--- src/rtl/wb_pkg.sv ---
// Shared definitions for the writeback arbiter: default widths, source ids and the
// queued-result record.
package wb_pkg;

    localparam int unsigned DW_DEF = 16;
    localparam int unsigned RW_DEF = 4;

    localparam logic SRC_ALU = 1'b0;
    localparam logic SRC_MEM = 1'b1;

    typedef struct packed {
        logic [RW_DEF-1:0] rd;
        logic [DW_DEF-1:0] data;
    } wb_entry_t;

endpackage

--- src/rtl/wb_fifo.sv ---
// Small synchronous result FIFO with occupancy, ready and head outputs, plus a per-slot
// valid/register view used to build the pending-write vector.
module wb_fifo #(
    parameter int unsigned DEPTH = 2,
    parameter int unsigned DW    = 16,
    parameter int unsigned RW    = 4
) (
    input  logic                       clk,
    input  logic                       rst,
    input  logic                       push_i,
    input  logic [RW-1:0]              push_reg_i,
    input  logic [DW-1:0]              push_data_i,
    output logic                       ready_o,
    input  logic                       pop_i,
    output logic                       head_valid_o,
    output logic [RW-1:0]              head_reg_o,
    output logic [DW-1:0]              head_data_o,
    output logic [$clog2(DEPTH):0]     count_o,
    output logic [DEPTH-1:0]           ent_valid_o,
    output logic [DEPTH-1:0][RW-1:0]   ent_reg_o
);

    localparam int unsigned PW = $clog2(DEPTH);
    localparam int unsigned CW = PW + 1;

    logic [RW-1:0] reg_q  [DEPTH];
    logic [DW-1:0] data_q [DEPTH];
    logic [PW-1:0] wr_ptr_q, rd_ptr_q;
    logic [CW-1:0] count_q;
    logic          push, pop;

    // Ready depends on occupancy only: a full FIFO refuses even if it pops this cycle.
    assign ready_o      = count_q < CW'(DEPTH);
    assign head_valid_o = count_q != '0;
    assign push         = push_i & ready_o;
    assign pop          = pop_i & head_valid_o;
    assign head_reg_o   = reg_q[rd_ptr_q];
    assign head_data_o  = data_q[rd_ptr_q];
    assign count_o      = count_q;

    always_ff @(posedge clk or negedge rst) begin
        if (!rst) begin
            wr_ptr_q <= '0;
            rd_ptr_q <= '0;
            count_q  <= '0;
        end else begin
            if (push) wr_ptr_q <= wr_ptr_q + 1'b1;
            if (pop)  rd_ptr_q <= rd_ptr_q + 1'b1;
            count_q <= count_q + CW'(push) - CW'(pop);
        end
    end

    always_ff @(posedge clk) begin
        if (push) begin
            reg_q[wr_ptr_q]  <= push_reg_i;
            data_q[wr_ptr_q] <= push_data_i;
        end
    end

    always_comb begin
        logic [PW-1:0] offs;
        offs        = '0;
        ent_valid_o = '0;
        ent_reg_o   = '0;
        for (int i = 0; i < DEPTH; i++) begin
            offs           = PW'(i) - rd_ptr_q;
            ent_valid_o[i] = {1'b0, offs} < count_q;
            ent_reg_o[i]   = reg_q[i];
        end
    end

endmodule

--- src/rtl/wb_arbiter.sv ---
// Writeback stage: round-robin merge of the ALU and load-result FIFOs onto the register
// file's single write port, with a pending-write vector for decode hazard stalls.
module wb_arbiter
    import wb_pkg::*;
#(
    parameter int unsigned DEPTH   = 2,
    parameter int unsigned DW      = DW_DEF,
    parameter int unsigned RW      = RW_DEF,
    parameter int unsigned DROP_R0 = 1
) (
    input  logic                   clk,
    input  logic                   rst,
    input  logic                   alu_valid,
    output logic                   alu_ready,
    input  logic [RW-1:0]          alu_reg,
    input  logic [DW-1:0]          alu_data,
    input  logic                   mem_valid,
    output logic                   mem_ready,
    input  logic [RW-1:0]          mem_reg,
    input  logic [DW-1:0]          mem_data,
    output logic                   WriteReg,
    output logic [RW-1:0]          DstReg,
    output logic [DW-1:0]          DstData,
    output logic [2**RW-1:0]       pending,
    output logic [$clog2(DEPTH):0] alu_count,
    output logic [$clog2(DEPTH):0] mem_count
);

    logic                     alu_hv, mem_hv;
    logic [RW-1:0]            alu_hreg, mem_hreg;
    logic [DW-1:0]            alu_hdata, mem_hdata;
    logic [DEPTH-1:0]         alu_ev, mem_ev;
    logic [DEPTH-1:0][RW-1:0] alu_er, mem_er;

    logic          gnt_alu, gnt_mem, drop;
    logic [RW-1:0] sel_reg;
    logic [DW-1:0] sel_data;

    logic          write_q;
    logic [RW-1:0] dst_reg_q;
    logic [DW-1:0] dst_data_q;
    logic          last_grant_q;
    logic [2**RW-1:0] pend_vec;

    wb_fifo #(.DEPTH(DEPTH), .DW(DW), .RW(RW)) u_alu_fifo (
        .clk          (clk),
        .rst          (rst),
        .push_i       (alu_valid),
        .push_reg_i   (alu_reg),
        .push_data_i  (alu_data),
        .ready_o      (alu_ready),
        .pop_i        (gnt_alu),
        .head_valid_o (alu_hv),
        .head_reg_o   (alu_hreg),
        .head_data_o  (alu_hdata),
        .count_o      (alu_count),
        .ent_valid_o  (alu_ev),
        .ent_reg_o    (alu_er)
    );

    wb_fifo #(.DEPTH(DEPTH), .DW(DW), .RW(RW)) u_mem_fifo (
        .clk          (clk),
        .rst          (rst),
        .push_i       (mem_valid),
        .push_reg_i   (mem_reg),
        .push_data_i  (mem_data),
        .ready_o      (mem_ready),
        .pop_i        (gnt_mem),
        .head_valid_o (mem_hv),
        .head_reg_o   (mem_hreg),
        .head_data_o  (mem_hdata),
        .count_o      (mem_count),
        .ent_valid_o  (mem_ev),
        .ent_reg_o    (mem_er)
    );

    // On a tie the source that did not win last time gets the port.
    always_comb begin
        gnt_alu  = alu_hv & (~mem_hv | (last_grant_q == SRC_MEM));
        gnt_mem  = mem_hv & (~alu_hv | (last_grant_q == SRC_ALU));
        sel_reg  = gnt_mem ? mem_hreg : alu_hreg;
        sel_data = gnt_mem ? mem_hdata : alu_hdata;
        drop     = (DROP_R0 != 0) && (sel_reg == '0);
    end

    always_ff @(posedge clk or negedge rst) begin
        if (!rst) begin
            write_q      <= 1'b0;
            dst_reg_q    <= '0;
            dst_data_q   <= '0;
            last_grant_q <= SRC_MEM;
        end else if (gnt_alu || gnt_mem) begin
            write_q      <= ~drop;
            dst_reg_q    <= sel_reg;
            dst_data_q   <= sel_data;
            last_grant_q <= gnt_mem ? SRC_MEM : SRC_ALU;
        end else begin
            write_q <= 1'b0;
        end
    end

    always_comb begin
        pend_vec = '0;
        for (int i = 0; i < DEPTH; i++) begin
            if (alu_ev[i] && !((DROP_R0 != 0) && (alu_er[i] == '0))) pend_vec[alu_er[i]] = 1'b1;
            if (mem_ev[i] && !((DROP_R0 != 0) && (mem_er[i] == '0))) pend_vec[mem_er[i]] = 1'b1;
        end
        if (write_q) pend_vec[dst_reg_q] = 1'b1;
    end

    assign WriteReg = write_q;
    assign DstReg   = dst_reg_q;
    assign DstData  = dst_data_q;
    assign pending  = pend_vec;

endmodule

--- config.mk ---
export PLATFORM = sky130hd
export DESIGN_NAME = wb_arbiter
export DESIGN_NICKNAME = d
export VERILOG_FILES = /design/src/rtl/wb_pkg.sv /design/src/rtl/wb_fifo.sv /design/src/rtl/wb_arbiter.sv
export SDC_FILE = /design/constraint.sdc
export NUM_CORES = 1
export LEC_CHECK = 0
export BUFFER_PORTS_ARGS = -buffer_cell sky130_fd_sc_hd__buf_2
export CORE_MARGIN = 3
export CORE_UTILIZATION = 51
export DETAILED_ROUTE_END_ITERATION = 12
export PLACE_DENSITY = 0.76
export SLEW_MARGIN = 30
export SYNTH_ARGS = -nofsm -noshare
export SYNTH_HDL_FRONTEND = slang
export SYNTH_SLANG_ARGS = --single-unit
export TNS_END_PERCENT = 20
--- constraint.sdc ---
create_clock -name clk -period 2.25 [get_ports clk]
set_clock_uncertainty 0.15 [all_clocks]
set_input_delay 0.1125 -clock clk [delete_from_list [all_inputs] [get_ports clk]]
set_output_delay 0.1125 -clock clk [all_outputs]
set_load 0.02 [all_outputs]
==> qor.yml <==
status: "finished, final reports clean"
layout_commonest_cell: "buf_2"
insertedDiodeCount: 0
max_freq_ghz: 0.447
final-setup-viol-count: 0
whs_ns: 0.0322
start_util_pct: 52.8
fillers: 772
stdcell_count: 695
postSynthCellCount: 418
path_buf_inv: 2
startpoint: "u_alu_fifo.count_o[1]$_DFF_PN0_"
placementRows: 36
clkSinkCount: 110
grt_max_degree: 34
fin_util_pct: 66.1
layout_min_cycle_time_ns: 2.24
drt_iter0_drc: 228
synth_cell_types: 53
met3_length_um: 814
most-common-layout-cells: "84 x buf_2, 80 x edfxtp_1, 41 x dlygate4sd3_1"
vias: 4017
synth_seq_area_share_pct: 60.9
r2r_start: "u_alu_fifo.count_o[0]$_DFF_PN0_"
path_cells: "buf_6 -> a21o_1 -> and3_4 -> a31o_1 -> or3_1 -> buf_6"
ys_ff_latch: 110
cp.arrival_ns: 1.98
hp-class: "input port to register"
top_layer: "met4"
post_synth.cell_area_avg_um2: 12.4
netlist_area_mm2: 0.00518
grt_pass1_vias: 4047
p_leak_uw: 0.00259
hold_viol: 0
slew_violations: 0
yosys_warnings: 0
firstDrtPassIters: 4
viasPerCell: 5.78
hpwl_mm: 9.10
worstSetupStartpointType: "register"
totalPowerFinal_uw: 8610
die_w_um: 107
drt_wl_total_mm: 13.2
drive_above_1_share_pct: 29.0
die_height_um: 107
clk_pin_slew_ns: 0.10
nets: 605
clockBufferDepth: 2
cts_tree: "built"
hp-start: "alu_valid"
tightestPinTransition_ns: 0.675
cp-end-kind: "output pin"
coreArea_mm2: 0.00982
crit_path_top_delay_cell: "dfrtp_1"
async_reset_ff_share_pct: 27.3
syn_nets: 466
synth_ff_type: "edfxtp_1"
drc: 0
postRouteAntennaNets: 0
ir_drop_mv: 0.692
ioPinCount: 87
antenna_found_initial: 0
dp_cells: 633
cap_violations: 0
wl_met1_mm: 5.18
min_period_over_period_pct: 99.5
area_growth_pct: 25.3
cp_max_fo: 9
slew_headroom_pct: 55.0
wire_per_inst_um: 19.0
rsz0062_at_grt: "yes"
gr-usage-all-layers_pct: 23.8
crit_family: "simple AND/OR/NAND/NOR gates"
clock_latency_ns: 0.37
required_ns: 1.99
dp_worst_setup_slack_ns: 0.0909
fin_ws_ns: 0.0108
routabilityCongestion: 0.938
cts_max_level: 3
slowest_delay_ns: 0.40
wl_met2_mm: 6.82
path_class: "register to output pin"
synth-edff-count: 80
grt_pass1_wl_mm: 20.9
io_buffers: 86
grt_overflow_total: 0
cts-root-buf: "clkbuf_8"
dieArea_mm2: 0.0114
p_per_area_mw_per_mm2: 1330
cts_buffers: 9
path_common_cell: "buf_6"
[cell families (layout without fill, tap and decap cells)]
logic type | Yosys count | after routing | share of synthesized area (%)
compound gates | 95 | 95 | 12.3
xor+xnor | 8 | 8 | 1.35
fa+ha+maj | 4 | 4 | 0.966
buf+inv | 29 | 173 | 2.99
flops | 110 | 110 | 60.9
mux | 40 | 40 | 8.12
simple gates | 132 | 132 | 13.4
[sequential cells by signal, indices dropped and copies added (netlist names)]
register and count:
u_mem_fifo.count_o 2, u_alu_fifo.wr_ptr_q 1, last_grant_q 1, u_mem_fifo.rd_ptr_q 1
u_alu_fifo.rd_ptr_q 1, u_alu_fifo.reg_q 8, u_mem_fifo.reg_q 8, u_alu_fifo.data_q 32
DstReg 4, WriteReg 1, DstData 16, u_alu_fifo.count_o 2
u_mem_fifo.data_q 32, u_mem_fifo.wr_ptr_q 1
[tightest hold or removal path, delay by kind of cell]
family | cells | cell delay [ns]
and+or+nand+nor | 1 | 0.16
buffers and inverters | 1 | 0.10
xor gates and xnor gates | 1 | 0.13
[cell usage after synthesis, types with 2 or more instances]
| master | count | share of area (%) |
|---|---|---|
| edfxtp_1 | 80 | 46 |
| nand2b_1 | 6 | 0.72 |
| buf_6 | 3 | 0.65 |
| nor2b_1 | 19 | 2.3 |
| nor3_1 | 8 | 0.77 |
| a31oi_1 | 6 | 0.72 |
| clkbuf_1 | 6 | 0.43 |
| a21o_1 | 2 | 0.29 |
| o22ai_1 | 2 | 0.24 |
| a22oi_1 | 21 | 3.0 |
| and2_1 | 3 | 0.36 |
| nor2_1 | 36 | 2.6 |
| dfrtp_1 | 29 | 14 |
| o221ai_1 | 4 | 0.68 |
| nand2_1 | 16 | 1.2 |
| nand4_1 | 4 | 0.48 |
| o211ai_1 | 6 | 0.87 |
| nand3_1 | 21 | 2.0 |
| a2bb2oi_1 | 2 | 0.34 |
| buf_2 | 8 | 0.77 |
| mux2i_1 | 24 | 4.6 |
| nor4_1 | 3 | 0.36 |
| nor3b_1 | 5 | 0.72 |
| buf_4 | 2 | 0.29 |
| ha_1 | 4 | 0.97 |
| a32oi_1 | 2 | 0.34 |
| xnor2_1 | 4 | 0.68 |
| a21oi_1 | 25 | 2.4 |
| xor2_1 | 4 | 0.68 |
| mux2_2 | 16 | 3.5 |
| nand3b_1 | 2 | 0.29 |
| or3_1 | 2 | 0.24 |
| inv_1 | 7 | 0.51 |
| o21ai_0 | 16 | 1.5 |
| nand2_4 | 2 | 0.43 |
[worst paths after layout]
check / to / slack [ns] / cells past startpoint
max: pending[15] / 0.01 / 6
min: u_alu_fifo.wr_ptr_q$_DFFE_PN0P_ / 0.03 / 3
max reg2reg: u_mem_fifo.count_o[1]$_DFF_PN0_ / 0.12 / 10
min reg2reg: u_alu_fifo.wr_ptr_q$_DFFE_PN0P_ / 0.35 / 1
max in group asynchronous: u_alu_fifo.rd_ptr_q$_DFFE_PN0P_ / 1.31 / 2
min in group asynchronous: DstData[6]$_DFFE_PN0P_ / 0.15 / 2
[where the power goes]
part | internal, µW | total, µW | switching, µW
registers | 2810 | 3240 | 429
logic | 1680 | 4250 | 2570
clock network | 426 | 1120 | 690
[metal layers]
layer  vias to the layer above  global-route usage (%)
met5                         -                       0
met4                         0                    7.76
met3                        33                    5.00
met2                       161                    41.9
met1                      1960                    29.3
li1                       1863                       -
[per-stage QoR]
stage               TNS (ns)  area (µm²)
detailed placement         0        5800
CTS                  -0.0922        6430
floorplan              -2.06        5180
global route          -0.233        6490
global placement           0        5800
finish                     0        6490
[layout make-up]
| type | count | area (µm²) | share of cell area (%) |
|---|---|---|---|
| well taps | 133 | 166 | 2.56 |
| flip-flops and latches | 110 | 3160 | 48.7 |
| multi-input cells | 279 | 1910 | 29.4 |
| clock buffers | 10 | 128 | 1.97 |
| repair buffers | 149 | 1030 | 15.9 |
| clock inverters | 6 | 56.3 | 0.867 |
| inverters | 8 | 42.5 | 0.655 |
[timing repair]
action / CTS / global route
setup buffers: 2 / 3
hold buffers: 41 / 0
endpoints found under the setup margin: 11 / 12
resized for setup: 8 / 10
hold endpoints to repair: 109 / 0
pin swaps: 2 / 5
Note: power is estimated with default switching activity, not from simulation.
